$ cat src/rtl/mmu_access_unit.sv
// Load/store access unit: latches one CPU request, drives the TLB, resolves segment
// mapping / alignment / TLB exceptions, then runs a single req/ack bus transaction.
module mmu_access_unit #(
    parameter int unsigned TIMEOUT_CYCLES = 0,
    parameter int unsigned TIMEOUT_WIDTH  = 8
) (
    input  logic        clk,
    input  logic        res,
    input  logic        cpuReq,
    input  logic        cpuWe,
    input  logic [1:0]  cpuSize,
    input  logic [31:0] cpuAddr,
    input  logic [31:0] cpuWData,
    input  logic        userMode,
    output logic        cpuBusy,
    output logic        cpuDone,
    output logic [31:0] cpuRData,
    output logic        exc,
    output logic [4:0]  excCode,
    output logic        tlbRefill,
    output logic [31:0] badVAddr,
    output logic [31:0] tlbVAddr,
    input  logic [31:0] tlbPAddr,
    input  logic        tlbFound,
    input  logic        tlbV,
    input  logic        tlbD,
    output logic        busReq,
    output logic        busWe,
    output logic [31:0] busAddr,
    output logic [3:0]  busBe,
    output logic [31:0] busWData,
    input  logic [31:0] busRData,
    input  logic        busAck
);

    typedef enum logic [2:0] {StIdle, StXlate, StBus, StDone, StExc} state_e;

    localparam logic [TIMEOUT_WIDTH-1:0] TimeoutLimit = TIMEOUT_CYCLES[TIMEOUT_WIDTH-1:0];
    localparam logic [TIMEOUT_WIDTH-1:0] CntOne = {{(TIMEOUT_WIDTH-1){1'b0}}, 1'b1};

    state_e                   state_q, state_d;
    logic [31:0]              addr_q, addr_d;
    logic                     we_q, we_d;
    logic [1:0]               size_q, size_d;
    logic [31:0]              wdata_q, wdata_d;
    logic                     user_q, user_d;
    logic [TIMEOUT_WIDTH-1:0] cnt_q, cnt_d;
    logic [31:0]              rdata_q, rdata_d;
    logic [4:0]               code_q, code_d;
    logic                     refill_q, refill_d;
    logic [31:0]              baddr_q, baddr_d;
    logic [3:0]               be_q, be_d;
    logic [31:0]              bwdata_q, bwdata_d;
    logic                     bwe_q, bwe_d;

    logic        is_word, is_half, misalign, priv_viol, unmapped;
    logic [3:0]  be;
    logic [31:0] rep_data;
    logic [4:0]  addr_code, tlb_code;

    // Access classification of the latched request
    always_comb begin
        is_word   = size_q[1];
        is_half   = (size_q == 2'd1);
        misalign  = (is_half && addr_q[0]) || (is_word && (addr_q[1:0] != 2'b00));
        priv_viol = user_q && addr_q[31];
        unmapped  = (addr_q[31:29] == 3'b100) || (addr_q[31:29] == 3'b101);
        addr_code = we_q ? 5'd5 : 5'd4;
        tlb_code  = we_q ? 5'd3 : 5'd2;
        if (is_word) begin
            be       = 4'b1111;
            rep_data = wdata_q;
        end else if (is_half) begin
            be       = addr_q[1] ? 4'b1100 : 4'b0011;
            rep_data = {2{wdata_q[15:0]}};
        end else begin
            be       = 4'b0001 << addr_q[1:0];
            rep_data = {4{wdata_q[7:0]}};
        end
    end

    // Next-state and datapath register updates
    always_comb begin
        state_d  = state_q;
        addr_d   = addr_q;
        we_d     = we_q;
        size_d   = size_q;
        wdata_d  = wdata_q;
        user_d   = user_q;
        cnt_d    = cnt_q;
        rdata_d  = rdata_q;
        code_d   = code_q;
        refill_d = refill_q;
        baddr_d  = baddr_q;
        be_d     = be_q;
        bwdata_d = bwdata_q;
        bwe_d    = bwe_q;
        unique case (state_q)
            StIdle: begin
                if (cpuReq) begin
                    addr_d  = cpuAddr;
                    we_d    = cpuWe;
                    size_d  = cpuSize;
                    wdata_d = cpuWData;
                    user_d  = userMode;
                    state_d = StXlate;
                end
            end
            StXlate: begin
                refill_d = 1'b0;
                if (misalign || priv_viol) begin
                    code_d  = addr_code;
                    state_d = StExc;
                end else if (!unmapped && !tlbFound) begin
                    code_d   = tlb_code;
                    refill_d = 1'b1;
                    state_d  = StExc;
                end else if (!unmapped && !tlbV) begin
                    code_d  = tlb_code;
                    state_d = StExc;
                end else if (!unmapped && we_q && !tlbD) begin
                    code_d  = 5'd1;
                    state_d = StExc;
                end else begin
                    // Segment-mapped addresses strip the top three bits; mapped ones use the TLB
                    baddr_d  = (unmapped ? {3'b000, addr_q[28:0]} : tlbPAddr) & 32'hFFFF_FFFC;
                    be_d     = be;
                    bwdata_d = rep_data;
                    bwe_d    = we_q;
                    cnt_d    = '0;
                    state_d  = StBus;
                end
            end
            StBus: begin
                if (busAck) begin
                    rdata_d = busRData;
                    state_d = StDone;
                end else if ((TIMEOUT_CYCLES != 0) && ((cnt_q + CntOne) == TimeoutLimit)) begin
                    code_d   = 5'd7;
                    refill_d = 1'b0;
                    state_d  = StExc;
                end else begin
                    cnt_d = cnt_q + CntOne;
                end
            end
            StDone:  state_d = StIdle;
            StExc:   state_d = StIdle;
            default: state_d = StIdle;
        endcase
    end

    // State and datapath registers
    always_ff @(posedge clk or negedge res) begin
        if (!res) begin
            state_q  <= StIdle;
            addr_q   <= '0;
            we_q     <= 1'b0;
            size_q   <= '0;
            wdata_q  <= '0;
            user_q   <= 1'b0;
            cnt_q    <= '0;
            rdata_q  <= '0;
            code_q   <= '0;
            refill_q <= 1'b0;
            baddr_q  <= '0;
            be_q     <= '0;
            bwdata_q <= '0;
            bwe_q    <= 1'b0;
        end else begin
            state_q  <= state_d;
            addr_q   <= addr_d;
            we_q     <= we_d;
            size_q   <= size_d;
            wdata_q  <= wdata_d;
            user_q   <= user_d;
            cnt_q    <= cnt_d;
            rdata_q  <= rdata_d;
            code_q   <= code_d;
            refill_q <= refill_d;
            baddr_q  <= baddr_d;
            be_q     <= be_d;
            bwdata_q <= bwdata_d;
            bwe_q    <= bwe_d;
        end
    end

    // Strobes decode straight from state so reset clears them without waiting for a clock
    always_comb begin
        cpuBusy   = (state_q != StIdle);
        cpuDone   = (state_q == StDone);
        exc       = (state_q == StExc);
        busReq    = (state_q == StBus);
        cpuRData  = rdata_q;
        excCode   = code_q;
        tlbRefill = refill_q;
        badVAddr  = addr_q;
        tlbVAddr  = addr_q;
        busAddr   = baddr_q;
        busBe     = be_q;
        busWData  = bwdata_q;
        busWe     = bwe_q;
    end

endmodule
$ cat config.mk
export PLATFORM = sky130hd
export DESIGN_NAME = mmu_access_unit
export DESIGN_NICKNAME = d
export VERILOG_FILES = /design/src/rtl/mmu_access_unit.sv
export SDC_FILE = /design/constraint.sdc
export NUM_CORES = 1
export LEC_CHECK = 0
export ABC_AREA = 1
export CORE_UTILIZATION = 45
export DETAILED_ROUTE_END_ITERATION = 7
export GPL_ROUTABILITY_DRIVEN = 1
export PLACE_DENSITY = 0.82
export SETUP_SLACK_MARGIN = 0.4
export SYNTH_ARGS = -nofsm -noshare
export SYNTH_HDL_FRONTEND = slang
export SYNTH_SLANG_ARGS = --single-unit
$ cat constraint.sdc
create_clock -name clk -period 3 [get_ports clk]
set_clock_uncertainty 0.15 [all_clocks]
set_input_delay 0.3 -clock clk [delete_from_list [all_inputs] [get_ports clk]]
set_output_delay 0.3 -clock clk [all_outputs]
set_load 0.02 [all_outputs]
==> impl_results.html, run 1 <==
<table>
<tr><th>Metric</th><th>Value</th></tr>
<tr><th colspan="2">Status</th></tr>
<tr><td>Status</td><td>finished clean</td></tr>
<tr><th colspan="2">Timing</th></tr>
<tr><td>Tcrit/Tclk final</td><td>77.7%</td></tr>
<tr><td>Tmin final</td><td>2.33 ns</td></tr>
<tr><td>Achievable Freq</td><td>429 MHz</td></tr>
<tr><td>Final sum of negative setup slack</td><td>0 ns</td></tr>
<tr><td>Actual slew at the worst max-slew pin</td><td>0.673 ns</td></tr>
<tr><td>Final Hold Fails</td><td>0</td></tr>
<tr><td>Worst Slack Setup Final</td><td>roughly 0.67 ns</td></tr>
<tr><td>Worst rel slew slack</td><td>55.2%</td></tr>
<tr><td>Final count of pins violating max slew</td><td>0</td></tr>
<tr><td>Number of setup violations in the final report</td><td>0</td></tr>
<tr><td>Setup repair after global routing missed its margin</td><td>false</td></tr>
<tr><th colspan="2">Critical path</th></tr>
<tr><td>Beginning of the worst register-to-register path</td><td>badVAddr[31]</td></tr>
<tr><td>Worst-path cell with the longest stage delay</td><td>clkdlybuf4s50_1</td></tr>
<tr><td>Critical Setup Path Class</td><td>reg2out</td></tr>
<tr><td>Element type at the critical path end</td><td>output port</td></tr>
<tr><td>R2R cell count</td><td>7</td></tr>
<tr><td>Kind of start point of the critical path</td><td>register</td></tr>
<tr><td>Endpoint of the worst register-to-register path</td><td>busWData[26]</td></tr>
<tr><td>Sequence of cells on the critical path</td><td>nor2_1 -&gt; nand2_1 -&gt; clkinv_1 -&gt; clkdlybuf4s50_1</td></tr>
<tr><td>Worst Path Required</td><td>2.55 ns</td></tr>
<tr><td>Biggest cell delay along the critical path</td><td>0.60 ns</td></tr>
<tr><td>Data arrival at the endpoint of the critical path</td><td>1.88 ns</td></tr>
<tr><td>Critical path peak fanout</td><td>3</td></tr>
<tr><td>Register-to-Register Setup Slack</td><td>0.73 ns</td></tr>
<tr><th colspan="2">Clocking</th></tr>
<tr><td>Post-CTS setup-driven buffer insertion count</td><td>0</td></tr>
<tr><td>Number of buffers created by CTS</td><td>17</td></tr>
<tr><td>Clock net sink count</td><td>around 170</td></tr>
<tr><td>Clock latency on the worst-skew pair</td><td>0.43 ns</td></tr>
<tr><td>Depth of the CTS H-tree</td><td>4</td></tr>
<tr><td>Clock transition at the register clock pins on the worst setup and hold paths after CTS</td><td>0.07 ns</td></tr>
<tr><td>Root Buffer Master</td><td>clkbuf_16</td></tr>
<tr><td>Largest buffer count on any clock path</td><td>2</td></tr>
<tr><td>CTS-repair resized insts</td><td>0</td></tr>
<tr><td>CTS tree</td><td>done</td></tr>
<tr><td>Hold-fix buffers at CTS</td><td>1</td></tr>
<tr><th colspan="2">Routing</th></tr>
<tr><td>DRC Markers</td><td>0</td></tr>
<tr><td>Number of antenna-violating nets in the routed design</td><td>0</td></tr>
<tr><td>Starting DRT DRC Count</td><td>397</td></tr>
<tr><td>Post-detailed-route wirelength per cell</td><td>15.3 um</td></tr>
<tr><td>Sum of routed wire length over all layers</td><td>23800 um</td></tr>
<tr><td>Via count</td><td>7588</td></tr>
<tr><td>Via count normalized by instance count</td><td>between 4 and 5</td></tr>
<tr><td>DRT Pass-1 Iters</td><td>7</td></tr>
<tr><th colspan="2">Cells and area</th></tr>
<tr><td>Area Overhead vs Synth</td><td>41.7%</td></tr>
<tr><td>Most common cell after layout, fill and taps aside</td><td>nand2_1</td></tr>
<tr><td>ANT cells</td><td>0</td></tr>
<tr><td>Commonest cells after routing, fill and taps aside</td><td>nand2_1, clkdlybuf4s50_1, dfrtp_1, inv_1, nand3_1</td></tr>
<tr><td>Final net count</td><td>between 1000 and 1500</td></tr>
<tr><td>Share of layout cells above drive strength 1</td><td>6.29%</td></tr>
<tr><td>Final Non-Filler Cells</td><td>between 1500 and 2000</td></tr>
<tr><th colspan="2">Floorplanning</th></tr>
<tr><td>Row cnt</td><td>50</td></tr>
<tr><td>Die Y</td><td>140 um</td></tr>
<tr><td>Floorplan core area</td><td>18700 um^2</td></tr>
<tr><td>Overall die area</td><td>19600 um^2</td></tr>
<tr><td>Floorplan die width</td><td>~140 um</td></tr>
<tr><td>Initial standard-cell utilization of the core</td><td>between 40% and 50%</td></tr>
<tr><td>Boundary Pins</td><td>314</td></tr>
<tr><th colspan="2">Place</th></tr>
<tr><td>PortBufs</td><td>between 300 and 400</td></tr>
<tr><td>Post-place setup slack</td><td>between 0.6 and 0.7 ns</td></tr>
<tr><td>Detailed placement HPWL</td><td>16600 um</td></tr>
<tr><td>Number of placed instances, taps included</td><td>1521</td></tr>
<tr><td>Last weighted congestion value of the routability-driven placer</td><td>a little under 0.9</td></tr>
<tr><th colspan="2">Synth</th></tr>
<tr><td>Register bit count reported by yosys</td><td>between 150 and 200</td></tr>
<tr><td>Synthesized instance count</td><td>1058</td></tr>
<tr><td>Area of the mapped netlist</td><td>around 8600 um^2</td></tr>
<tr><td>Number of warnings printed during yosys synthesis</td><td>0</td></tr>
<tr><td>Post-synthesis area per instance</td><td>8.10 um^2</td></tr>
<tr><td>Library cells used by synthesis</td><td>27</td></tr>
<tr><td>Part of the Yosys area used for sequential elements</td><td>around half</td></tr>
<tr><th colspan="2">Power</th></tr>
<tr><td>Portion of total power attributed to combinational logic</td><td>49.2%</td></tr>
<tr><td>Clock Power Share</td><td>about 18%</td></tr>
<tr><td>Net switching fraction of the power</td><td>a little over two fifths</td></tr>
<tr><td>Internal power of the cells</td><td>7.27 mW</td></tr>
<tr><td>Power Total</td><td>12.6 mW</td></tr>
<tr><td>Worst vdd rail ir drop</td><td>slightly above 0.6 mV</td></tr>
<tr><td>Power dissipated by switching net loads</td><td>5.30 mW</td></tr>
<tr><td>Total power per unit cell area</td><td>1030 nW/um^2</td></tr>
<tr><td>Sequential Power Share</td><td>32.5%</td></tr>
<tr><td>Leakage Power</td><td>between 5 and 6 nW</td></tr>
<tr><th colspan="2">Flow run</th></tr>
<tr><td>Total of max-cap violations</td><td>0</td></tr>
<tr><th colspan="2">GRT</th></tr>
<tr><td>Wire length of the first global-routing pass</td><td>between 30000 and 40000 um</td></tr>
<tr><td>Antenna violations before repair</td><td>0</td></tr>
<tr><td>Total global routing track utilization</td><td>24.9%</td></tr>
<tr><td>Maximum number of pins on one net before global-route repair</td><td>70</td></tr>
<tr><td>Number of global-route vias before repair</td><td>7367</td></tr>
<tr><td>Total congestion overflow after global routing</td><td>0</td></tr>
<tr><th colspan="2">Min path</th></tr>
<tr><td>Endpoint, Worst Hold</td><td>cpuRData[12]</td></tr>
<tr><td>Hold path startpoint</td><td>busRData[12]</td></tr>
<tr><td>Min-Delay Path Depth</td><td>3</td></tr>
<tr><td>Worst min-delay path class</td><td>in2reg</td></tr>
</table>
[layout make-up]
cell class,count,area (um^2)
clock inverters,14,180
well taps,234,293
multi-input cells,645,3090
inverters,142,536
fillers,1542,6560
clock buffers,18,429
repair buffers,327,3260
flip-flops and latches,174,4350
[critical path: cells and delay by family, from the launching register on]
kind | cells | cell delay (ns)
flops | 1 | 0.39
buf+inv | 2 | 0.69
simple gates | 2 | 0.39
[power by group through the flow]
stage | clock network, mW | logic (mW) | registers [mW]
2_1_floorplan | 0 | 2.93 | 4.80
3_3_place_gp | 0 | 6.04 | 4.09
5_1_grt | 2.43 | 6.70 | 4.21
6_report | 2.31 | 6.18 | 4.09
4_1_cts | 2.34 | 6.22 | 4.08
3_5_place_dp | 0 | 6.18 | 4.11
[synth_stat cells, drive strengths merged]
library cell / n / share of area [%]
nand2: 355 / 16
dfrtp: 174 / 51
inv: 141 / 6.2
nand3: 128 / 8.7
buf: 73 / 6.0
o21bai: 67 / 5.9
o21ai: 65 / 3.8
clkbuf: 27 / 1.2
nor2: 16 / 0.91
a21oi: 7 / 0.41
or2: 2 / 0.15
clkinv: 1 / 0.044
conb: 1 / 0.044
nor3: 1 / 0.058
[routing by layer]
layer,vias up,track usage [%],share of wire [%]
li1,3739,-,-
met1,3503,31.5,42
met2,301,40.9,48
met3,45,6.60,7.6
met4,0,9.20,2.3
met5,-,0,0
[worst max-delay path by stage]
stage                 start           end  slack [ns]
6_report         state_q[2]        busReq        0.67
5_1_grt        badVAddr[31]  busWData[26]        0.57
4_1_cts          state_q[2]        busReq        0.64
3_5_place_dp           tlbV   busWData[6]        0.65
3_3_place_gp           tlbV  busWData[24]        0.71
2_1_floorplan  badVAddr[30]  busWData[25]        1.38
[sequential cells by signal, summed over array words and instances (netlist names), 2 cells and up]
| register | cells |
|---|---|
| size_q | 2 |
| busBe | 4 |
| busAddr | 30 |
| badVAddr | 32 |
| wdata_q | 32 |
| busWData | 32 |
| excCode | 3 |
| cpuRData | 32 |
| state_q | 3 |
[through the flow]
| step | util, % | instance area (um^2) | hold slack (ns) |
|---|---|---|---|
| 6_report | 64.9 | 12100 | 0.273 |
| 5_1_grt | 64.9 | 12100 | 0.281 |
| 4_1_cts | 64.9 | 12100 | 0.257 |
| 3_5_place_dp | 61.6 | 11500 | 0.212 |
| 3_3_place_gp | 61.6 | 11500 | 0.208 |
| 2_1_floorplan | - | 8580 | -0.146 |
[logic make-up (layout without fill, tap and decap cells)]
family	after synthesis	after routing	share of synthesized area, %
buffers and inverters	242	501	13.4
DFF	174	174	50.8
AOI/OAI and AO/OA	139	139	10.1
other	1	4	0.0437
and+or+nand+nor	502	502	25.6
Note: power is estimated with default switching activity, not from simulation.
==> run 2: changes to the inputs <==
- clock period: 3 -> 2.3 ns (I/O delays scaled with it)
==> run 2 against run 1 <==
Cell count up 0.26%. Core utilization up 0.60 points. Worst setup slack worse by 0.23 ns. Count of clock-buffer cells in the layout up 1. Clock power up 17%. First-iteration DRC count up 39%. Largest power group unchanged.
==> impl_results.html, run 2 (synthesis results as in run 1) <==
<table>
<tr><th>Metric</th><th>Value</th></tr>
<tr><th colspan="2">Timing</th></tr>
<tr><td>Tmin final</td><td>approximately 1.9 ns</td></tr>
<tr><td>Final count of pins violating max slew</td><td>0 (unchanged)</td></tr>
<tr><td>Achievable Freq</td><td>537 MHz</td></tr>
<tr><td>Number of setup violations in the final report</td><td>0 (unchanged)</td></tr>
<tr><td>Worst-case hold slack</td><td>0.122 ns (was 0.273 ns)</td></tr>
<tr><td>Final Hold Fails</td><td>0 (unchanged)</td></tr>
<tr><td>Setup repair after global routing missed its margin</td><td>true (was false)</td></tr>
<tr><td>Worst Slack Setup Final</td><td>0.436 ns (was 0.669 ns)</td></tr>
<tr><td>Final sum of negative setup slack</td><td>0 ns (unchanged)</td></tr>
<tr><td>Tcrit/Tclk final</td><td>81.0%</td></tr>
<tr><th colspan="2">Place</th></tr>
<tr><td>PortBufs</td><td>307 (unchanged)</td></tr>
<tr><td>Post-place setup slack</td><td>0.261 ns (was 0.651 ns)</td></tr>
<tr><td>Last weighted congestion value of the routability-driven placer</td><td>0.873 (was 0.879)</td></tr>
<tr><td>Detailed placement HPWL</td><td>16900 um (was 16600 um)</td></tr>
<tr><th colspan="2">GRT</th></tr>
<tr><td>Wire length of the first global-routing pass</td><td>38400 um (was 38200 um)</td></tr>
<tr><td>Met3 Track Usage GR</td><td>6.05% (was 6.60%)</td></tr>
<tr><td>Total global routing track utilization</td><td>25.0% (was 24.9%)</td></tr>
<tr><td>Met2 track utilization from global routing</td><td>41.0% (was 40.9%)</td></tr>
<tr><td>Total congestion overflow after global routing</td><td>0 (unchanged)</td></tr>
<tr><td>Antenna violations before repair</td><td>2 (was 0)</td></tr>
<tr><td>Met1 layer usage reported by global route</td><td>32.7% (was 31.5%)</td></tr>
<tr><td>Maximum number of pins on one net before global-route repair</td><td>70 (unchanged)</td></tr>
<tr><td>Number of global-route vias before repair</td><td>7334 (was 7367)</td></tr>
<tr><td>Most used routing layer</td><td>met2 (unchanged)</td></tr>
<tr><th colspan="2">Status</th></tr>
<tr><td>Status</td><td>finished clean (unchanged)</td></tr>
<tr><th colspan="2">Power</th></tr>
<tr><td>Net switching fraction of the power</td><td>42.9% (was 42.2%)</td></tr>
<tr><td>Sequential Power Share</td><td>33.0% (was 32.5%)</td></tr>
<tr><td>Leakage Power</td><td>6.13 nW (was 5.97 nW)</td></tr>
<tr><td>Clock Power Share</td><td>16.7% (was 18.3%)</td></tr>
<tr><td>Worst vdd rail ir drop</td><td>0.717 mV (was 0.616 mV)</td></tr>
<tr><td>Total power per unit cell area</td><td>1320 nW/um^2 (was 1030 nW/um^2)</td></tr>
<tr><td>Internal power of the cells</td><td>9.27 mW (was 7.27 mW)</td></tr>
<tr><td>Portion of total power attributed to combinational logic</td><td>50.3% (was 49.2%)</td></tr>
<tr><td>Power dissipated by switching net loads</td><td>6.95 mW (was 5.30 mW)</td></tr>
<tr><th colspan="2">Critical path</th></tr>
<tr><td>Worst-path cell with the longest stage delay</td><td>clkdlybuf4s50_1 (unchanged)</td></tr>
<tr><td>Worst Path Required</td><td>1.92 ns (was 2.55 ns)</td></tr>
<tr><td>Data arrival at the endpoint of the critical path</td><td>1.48 ns (was 1.88 ns)</td></tr>
<tr><td>Top delay family on crit path</td><td>buffers and inverters (unchanged)</td></tr>
<tr><td>Worst path bufs/invs</td><td>1 (was 2)</td></tr>
<tr><td>Element type at the critical path end</td><td>output port (unchanged)</td></tr>
<tr><td>Kind of start point of the critical path</td><td>register (unchanged)</td></tr>
<tr><td>Sequence of cells on the critical path</td><td>clkdlybuf4s50_1 (was nor2_1 -&gt; nand2_1 -&gt; clkinv_1 -&gt; clkdlybuf4s50_1)</td></tr>
<tr><td>Critical Setup Path Class</td><td>reg2out (unchanged)</td></tr>
<tr><td>Biggest cell delay along the critical path</td><td>0.63 ns (was 0.60 ns)</td></tr>
<tr><td>Critical path peak fanout</td><td>4 (was 3)</td></tr>
<tr><td>Register-to-Register Setup Slack</td><td>0.48 ns (was 0.73 ns)</td></tr>
<tr><th colspan="2">Cells and area</th></tr>
<tr><td>Filler cell count in the final layout</td><td>1551 (was 1542)</td></tr>
<tr><td>Most common cell after layout, fill and taps aside</td><td>nand2_1 (unchanged)</td></tr>
<tr><td>Share of layout cells above drive strength 1</td><td>6.95% (was 6.29%)</td></tr>
<tr><td>Commonest cells after routing, fill and taps aside</td><td>nand2_1, clkdlybuf4s50_1, dfrtp_1, inv_1, nand3_1 (unchanged)</td></tr>
<tr><td>Final net count</td><td>1449 (was 1446)</td></tr>
<tr><td>End-of-flow core utilization</td><td>65.5% (was 64.9%)</td></tr>
<tr><td>Area Overhead vs Synth</td><td>43.0% (was 41.7%)</td></tr>
<tr><th colspan="2">Floorplanning</th></tr>
<tr><td>Floorplan die width</td><td>140 um (unchanged)</td></tr>
<tr><td>Overall die area</td><td>19600 um^2 (unchanged)</td></tr>
<tr><td>Row cnt</td><td>50 (unchanged)</td></tr>
<tr><td>Die Y</td><td>140 um (unchanged)</td></tr>
<tr><td>Floorplan core area</td><td>18700 um^2 (unchanged)</td></tr>
<tr><td>Boundary Pins</td><td>314 (unchanged)</td></tr>
<tr><td>Initial standard-cell utilization of the core</td><td>45.8% (unchanged)</td></tr>
<tr><th colspan="2">Min path</th></tr>
<tr><td>Worst min-delay path class</td><td>in2async (was in2reg)</td></tr>
<tr><th colspan="2">Clocking</th></tr>
<tr><td>Depth of the CTS H-tree</td><td>4 (unchanged)</td></tr>
<tr><td>Clock latency on the worst-skew pair</td><td>0.42 ns (was 0.43 ns)</td></tr>
<tr><td>CTS tree</td><td>done (unchanged)</td></tr>
<tr><td>Root Buffer Master</td><td>clkbuf_16 (unchanged)</td></tr>
<tr><td>Clock transition at the register clock pins on the worst setup and hold paths after CTS</td><td>0.07 ns (about the same)</td></tr>
<tr><td>Largest buffer count on any clock path</td><td>2 (unchanged)</td></tr>
<tr><td>Number of buffers created by CTS</td><td>17 (unchanged)</td></tr>
<tr><td>Clock net sink count</td><td>174 (unchanged)</td></tr>
<tr><th colspan="2">Routing</th></tr>
<tr><td>DRC Markers</td><td>0 (unchanged)</td></tr>
<tr><td>Starting DRT DRC Count</td><td>552 (was 397)</td></tr>
<tr><td>Via count</td><td>7678 (was 7588)</td></tr>
<tr><td>Sum of routed wire length over all layers</td><td>24300 um (was 23800 um)</td></tr>
<tr><td>Post-detailed-route wirelength per cell</td><td>15.6 um (was 15.3 um)</td></tr>
<tr><td>Number of antenna-violating nets in the routed design</td><td>0 (unchanged)</td></tr>
<tr><td>DRT Pass-1 Iters</td><td>7 (unchanged)</td></tr>
<tr><td>Via count normalized by instance count</td><td>4.93 (was 4.88)</td></tr>
<tr><th colspan="2">Flow run</th></tr>
<tr><td>Total of max-cap violations</td><td>0 (unchanged)</td></tr>
</table>
-- run 2: per-stage QoR --
step / instances / power (mW) / instance area, um^2
floorplan: 1061 / 10.1 / 8580
global placement: 1522 / 13.3 / 11600
detailed placement: 1522 / 13.5 / 11600
CTS: 1555 / 16.2 / 12200
global route: 1558 / 17.2 / 12300
finish: 1558 / 16.2 / 12300
-- run 2: worst paths after layout --
path	from	end	cells past startpoint
setup / recovery	badVAddr[23]	tlbVAddr[23]	1
hold / removal	res	badVAddr[9]	2
setup reg to reg	size_q[1]	busWData[11]	9
hold reg to reg	cpuRData[5]	cpuRData[5]	2
max in group asynchronous	res	cpuRData[9]	3
min in group clk	busRData[17]	cpuRData[17]	3
-- run 2: final cells by class --
type	count	area, um^2	area share (%)
Sequential cell	174	4360	35.5
Timing Repair Buffer	330	3410	27.8
Multi-Input combinational cell	645	3100	25.3
Inverter	142	546	4.45
Clock buffer	19	443	3.61
Tap cell	234	293	2.39
Clock inverter	13	106	0.868
Antenna cell	1	2.50	0.0204
-- run 2: timing repair --
action | CTS | global route
hold endpoints to repair | 166 | 0
hold buffers | 1 | 0
setup endpoints to repair | 48 | 89
resized for setup | 12 | 30
setup buffers | 0 | 1
pin swaps | 0 | 1
cloned | 0 | 1
-- run 2: metal layers --
layer | share of wire [%] | wire [um]
met1 | 42 | 10200
met5 | 0 | 0
met2 | 49 | 11800
met3 | 6.9 | 1690
met4 | 2.1 | 511
-- run 2: power groups by stage --
stage / clock network [mW] / logic (mW) / registers, mW
after floorplan: 0 / 3.82 / 6.26
after global placement: 0 / 7.98 / 5.33
after detailed placement: 0 / 8.14 / 5.36
after CTS: 2.76 / 8.15 / 5.33
after global routing: 2.88 / 8.85 / 5.51
final: 2.71 / 8.17 / 5.35
==> run 3: changes to the inputs <==
- CORE_UTILIZATION: 45 -> 41
- PLACE_DENSITY: 0.82 -> 0.79
- clock period: 2.3 -> 1.59 ns (I/O delays scaled with it)
==> run 3 against run 2 <==
The run now ends with setup timing left. Sequential share of layout area decreased by 4.2 points. Global-route usage increased by 0.98 points. Design area increased by 14%. Worst setup slack got worse by 0.50 ns. Core utilization increased by 2.9 points. Power increased by 67%. Non-clock buffer count increased by 99. Clock power increased by 61%. Sequential power increased by 48%. Via count increased by 11%. Register-to-register slack got worse by 0.54 ns. Largest cell class is now non-clock buffers.
==> impl_results.html, run 3 (synthesis results as in run 1) <==
<table>
<tr><th>Metric</th><th>Value</th></tr>
<tr><th colspan="2">Clocking</th></tr>
<tr><td>Depth of the CTS H-tree</td><td>4 (unchanged)</td></tr>
<tr><td>Root Buffer Master</td><td>clkbuf_16 (unchanged)</td></tr>
<tr><td>Largest buffer count on any clock path</td><td>2 (unchanged)</td></tr>
<tr><td>Clock net sink count</td><td>174 (unchanged)</td></tr>
<tr><td>Clock latency on the worst-skew pair</td><td>0.43 ns (was 0.42 ns)</td></tr>
<tr><td>Number of buffers created by CTS</td><td>17 (unchanged)</td></tr>
<tr><td>Clock transition at the register clock pins on the worst setup and hold paths after CTS</td><td>0.07 ns (about the same)</td></tr>
<tr><td>CTS tree</td><td>done (unchanged)</td></tr>
<tr><th colspan="2">Cells and area</th></tr>
<tr><td>Share of layout cells above drive strength 1</td><td>28.8% (was 6.95%)</td></tr>
<tr><td>Final net count</td><td>1552 (was 1449)</td></tr>
<tr><td>Area Overhead vs Synth</td><td>62.6% (was 43.0%)</td></tr>
<tr><td>Most common cell after layout, fill and taps aside</td><td>nand2_1 (unchanged)</td></tr>
<tr><td>Commonest cells after routing, fill and taps aside</td><td>nand2_1, dfrtp_1, inv_1, clkdlybuf4s50_1, buf_6 (was nand2_1, clkdlybuf4s50_1, dfrtp_1, inv_1, nand3_1)</td></tr>
<tr><td>Filler cell count in the final layout</td><td>1581 (was 1551)</td></tr>
<tr><th colspan="2">Timing</th></tr>
<tr><td>Worst-case hold slack</td><td>0.0529 ns (was 0.122 ns)</td></tr>
<tr><td>Setup repair after global routing missed its margin</td><td>true (unchanged)</td></tr>
<tr><td>Tmin final</td><td>1.65 ns</td></tr>
<tr><td>Final sum of negative setup slack</td><td>-2.36 ns (was 0 ns)</td></tr>
<tr><td>Worst Slack Setup Final</td><td>-0.0643 ns (was 0.436 ns)</td></tr>
<tr><td>Achievable Freq</td><td>around 600 MHz</td></tr>
<tr><td>Number of setup violations in the final report</td><td>79 (was 0)</td></tr>
<tr><td>Final Hold Fails</td><td>0 (unchanged)</td></tr>
<tr><td>Final count of pins violating max slew</td><td>0 (unchanged)</td></tr>
<tr><td>Tcrit/Tclk final</td><td>104%</td></tr>
<tr><th colspan="2">Floorplanning</th></tr>
<tr><td>Floorplan die width</td><td>147 um (was 140 um)</td></tr>
<tr><td>Overall die area</td><td>21500 um^2 (was 19600 um^2)</td></tr>
<tr><td>Floorplan core area</td><td>20400 um^2 (was 18700 um^2)</td></tr>
<tr><td>Boundary Pins</td><td>314 (unchanged)</td></tr>
<tr><td>Die Y</td><td>147 um (was 140 um)</td></tr>
<tr><td>Row cnt</td><td>52 (was 50)</td></tr>
<tr><td>Initial standard-cell utilization of the core</td><td>42.1% (was 45.8%)</td></tr>
<tr><th colspan="2">GRT</th></tr>
<tr><td>Total congestion overflow after global routing</td><td>0 (unchanged)</td></tr>
<tr><td>Maximum number of pins on one net before global-route repair</td><td>65 (was 70)</td></tr>
<tr><td>Wire length of the first global-routing pass</td><td>43500 um (was 38400 um)</td></tr>
<tr><td>Number of global-route vias before repair</td><td>8128 (was 7334)</td></tr>
<tr><td>Antenna violations before repair</td><td>1 (was 2)</td></tr>
<tr><td>Total global routing track utilization</td><td>26.0% (was 25.0%)</td></tr>
<tr><th colspan="2">Power</th></tr>
<tr><td>Leakage Power</td><td>7.15 nW (was 6.13 nW)</td></tr>
<tr><td>Power Total</td><td>27.1 mW (was 16.2 mW)</td></tr>
<tr><td>Total power per unit cell area</td><td>1940 nW/um^2 (was 1320 nW/um^2)</td></tr>
<tr><td>Worst vdd rail ir drop</td><td>1.01 mV (was 0.717 mV)</td></tr>
<tr><th colspan="2">Critical path</th></tr>
<tr><td>Kind of start point of the critical path</td><td>register (unchanged)</td></tr>
<tr><td>Data arrival at the endpoint of the critical path</td><td>1.81 ns (was 1.48 ns)</td></tr>
<tr><td>Critical path peak fanout</td><td>9 (was 4)</td></tr>
<tr><td>Element type at the critical path end</td><td>register (was output port)</td></tr>
<tr><td>Worst Path Required</td><td>1.75 ns (was 1.92 ns)</td></tr>
<tr><td>Critical Setup Path Class</td><td>reg2reg (was reg2out)</td></tr>
<tr><th colspan="2">Place</th></tr>
<tr><td>PortBufs</td><td>307 (unchanged)</td></tr>
<tr><td>Last weighted congestion value of the routability-driven placer</td><td>0.869 (was 0.873)</td></tr>
<tr><td>Post-place setup slack</td><td>-0.172 ns (was 0.261 ns)</td></tr>
<tr><td>Detailed placement HPWL</td><td>18700 um (was 16900 um)</td></tr>
<tr><th colspan="2">Routing</th></tr>
<tr><td>Number of antenna-violating nets in the routed design</td><td>0 (unchanged)</td></tr>
<tr><td>Starting DRT DRC Count</td><td>624 (was 552)</td></tr>
<tr><td>DRC Markers</td><td>0 (unchanged)</td></tr>
<tr><td>Via count</td><td>8487 (was 7678)</td></tr>
<tr><td>Post-detailed-route wirelength per cell</td><td>17.4 um (was 15.6 um)</td></tr>
<tr><td>Sum of routed wire length over all layers</td><td>29600 um (was 24300 um)</td></tr>
<tr><td>DRT Pass-1 Iters</td><td>5 (was 7)</td></tr>
<tr><td>Via count normalized by instance count</td><td>5.00 (was 4.93)</td></tr>
<tr><th colspan="2">Status</th></tr>
<tr><td>Violated checks</td><td>setup timing</td></tr>
<tr><td>Status</td><td>finished with violations (was finished clean)</td></tr>
<tr><th colspan="2">Flow run</th></tr>
<tr><td>Total of max-cap violations</td><td>0 (unchanged)</td></tr>
<tr><th colspan="2">Min path</th></tr>
<tr><td>Worst min-delay path class</td><td>in2async (unchanged)</td></tr>
</table>
==> run 3: cell types whose count changed in the layout (fill, tap and decap cells not counted), moves of 41 or more <==
cell / delta
o21ai_1: +55
buf_4: +63
nand2_1: -41
o21ai_0: -56
buf_6: +119
clkdlybuf4s50_1: -152
==> run 3: cell type report <==
| class | instances | area [um^2] | share of cell area [%] |
|---|---|---|---|
| diodes | 1 | 2.50 | 0.0179 |
| well taps | 270 | 338 | 2.42 |
| repair buffers | 429 | 4590 | 32.9 |
| clock inverters | 14 | 168 | 1.20 |
| inverters | 142 | 541 | 3.88 |
| flip-flops and latches | 174 | 4370 | 31.3 |
| multi-input cells | 649 | 3500 | 25.1 |
| clock buffers | 18 | 439 | 3.15 |
==> run 3: per-layer routing <==
metal	up-vias	share of wire, %	track usage [%]
met5	-	0	0
met3	61	7.4	6.28
li1	3959	-	-
met2	375	50	43.6
met1	4092	40	32.2
met4	0	2.9	10.5
==> run 3: report_power, final <==
| group | internal (mW) | switching [mW] |
|---|---|---|
| clock | 2.42 | 1.95 |
| sequential | 6.27 | 1.66 |
| combinational | 6.82 | 7.97 |
| total | 15.5 | 11.6 |
==> run 3: timing repair <==
item	in CTS	in global routing
hold endpoints to repair	174	0
buffers inserted	45	15
hold buffers	1	0
pin swaps	29	24
gates resized for setup	859	58
gates cloned	8	10
setup endpoints to repair	345	345
==> run 3: worst paths after layout <==
path	slack, ns	to	from	cells after the start
hold / removal	0.05	cpuRData[26]	res	2
min in group clk	0.12	badVAddr[3]	cpuAddr[3]	3
setup reg to reg	-0.06	busAddr[9]	state_q[2]	8
max in group asynchronous	0.61	badVAddr[25]	res	3
hold reg to reg	0.33	cpuRData[15]	cpuRData[15]	2
setup / recovery	-0.06	busAddr[9]	state_q[2]	8
==> run 3: metrics by stage <==
stage,area [um^2],util [%],cells
after floorplan,8790,-,1061
after global placement,12000,59.1,1585
after detailed placement,12000,59.1,1585
after CTS,13400,65.6,1671
after global routing,13900,68.5,1697
final,13900,68.5,1697
==> run 3: worst max-delay path: stages (launching register included) <==
cell and delay (ns):
dfrtp_1 0.41, inv_2 0.10, nand2_4 0.07, nor2_4 0.17
nand3_4 0.09, buf_12 0.17, buf_12 0.15, o21bai_1 0.14
nand2_1 0.09
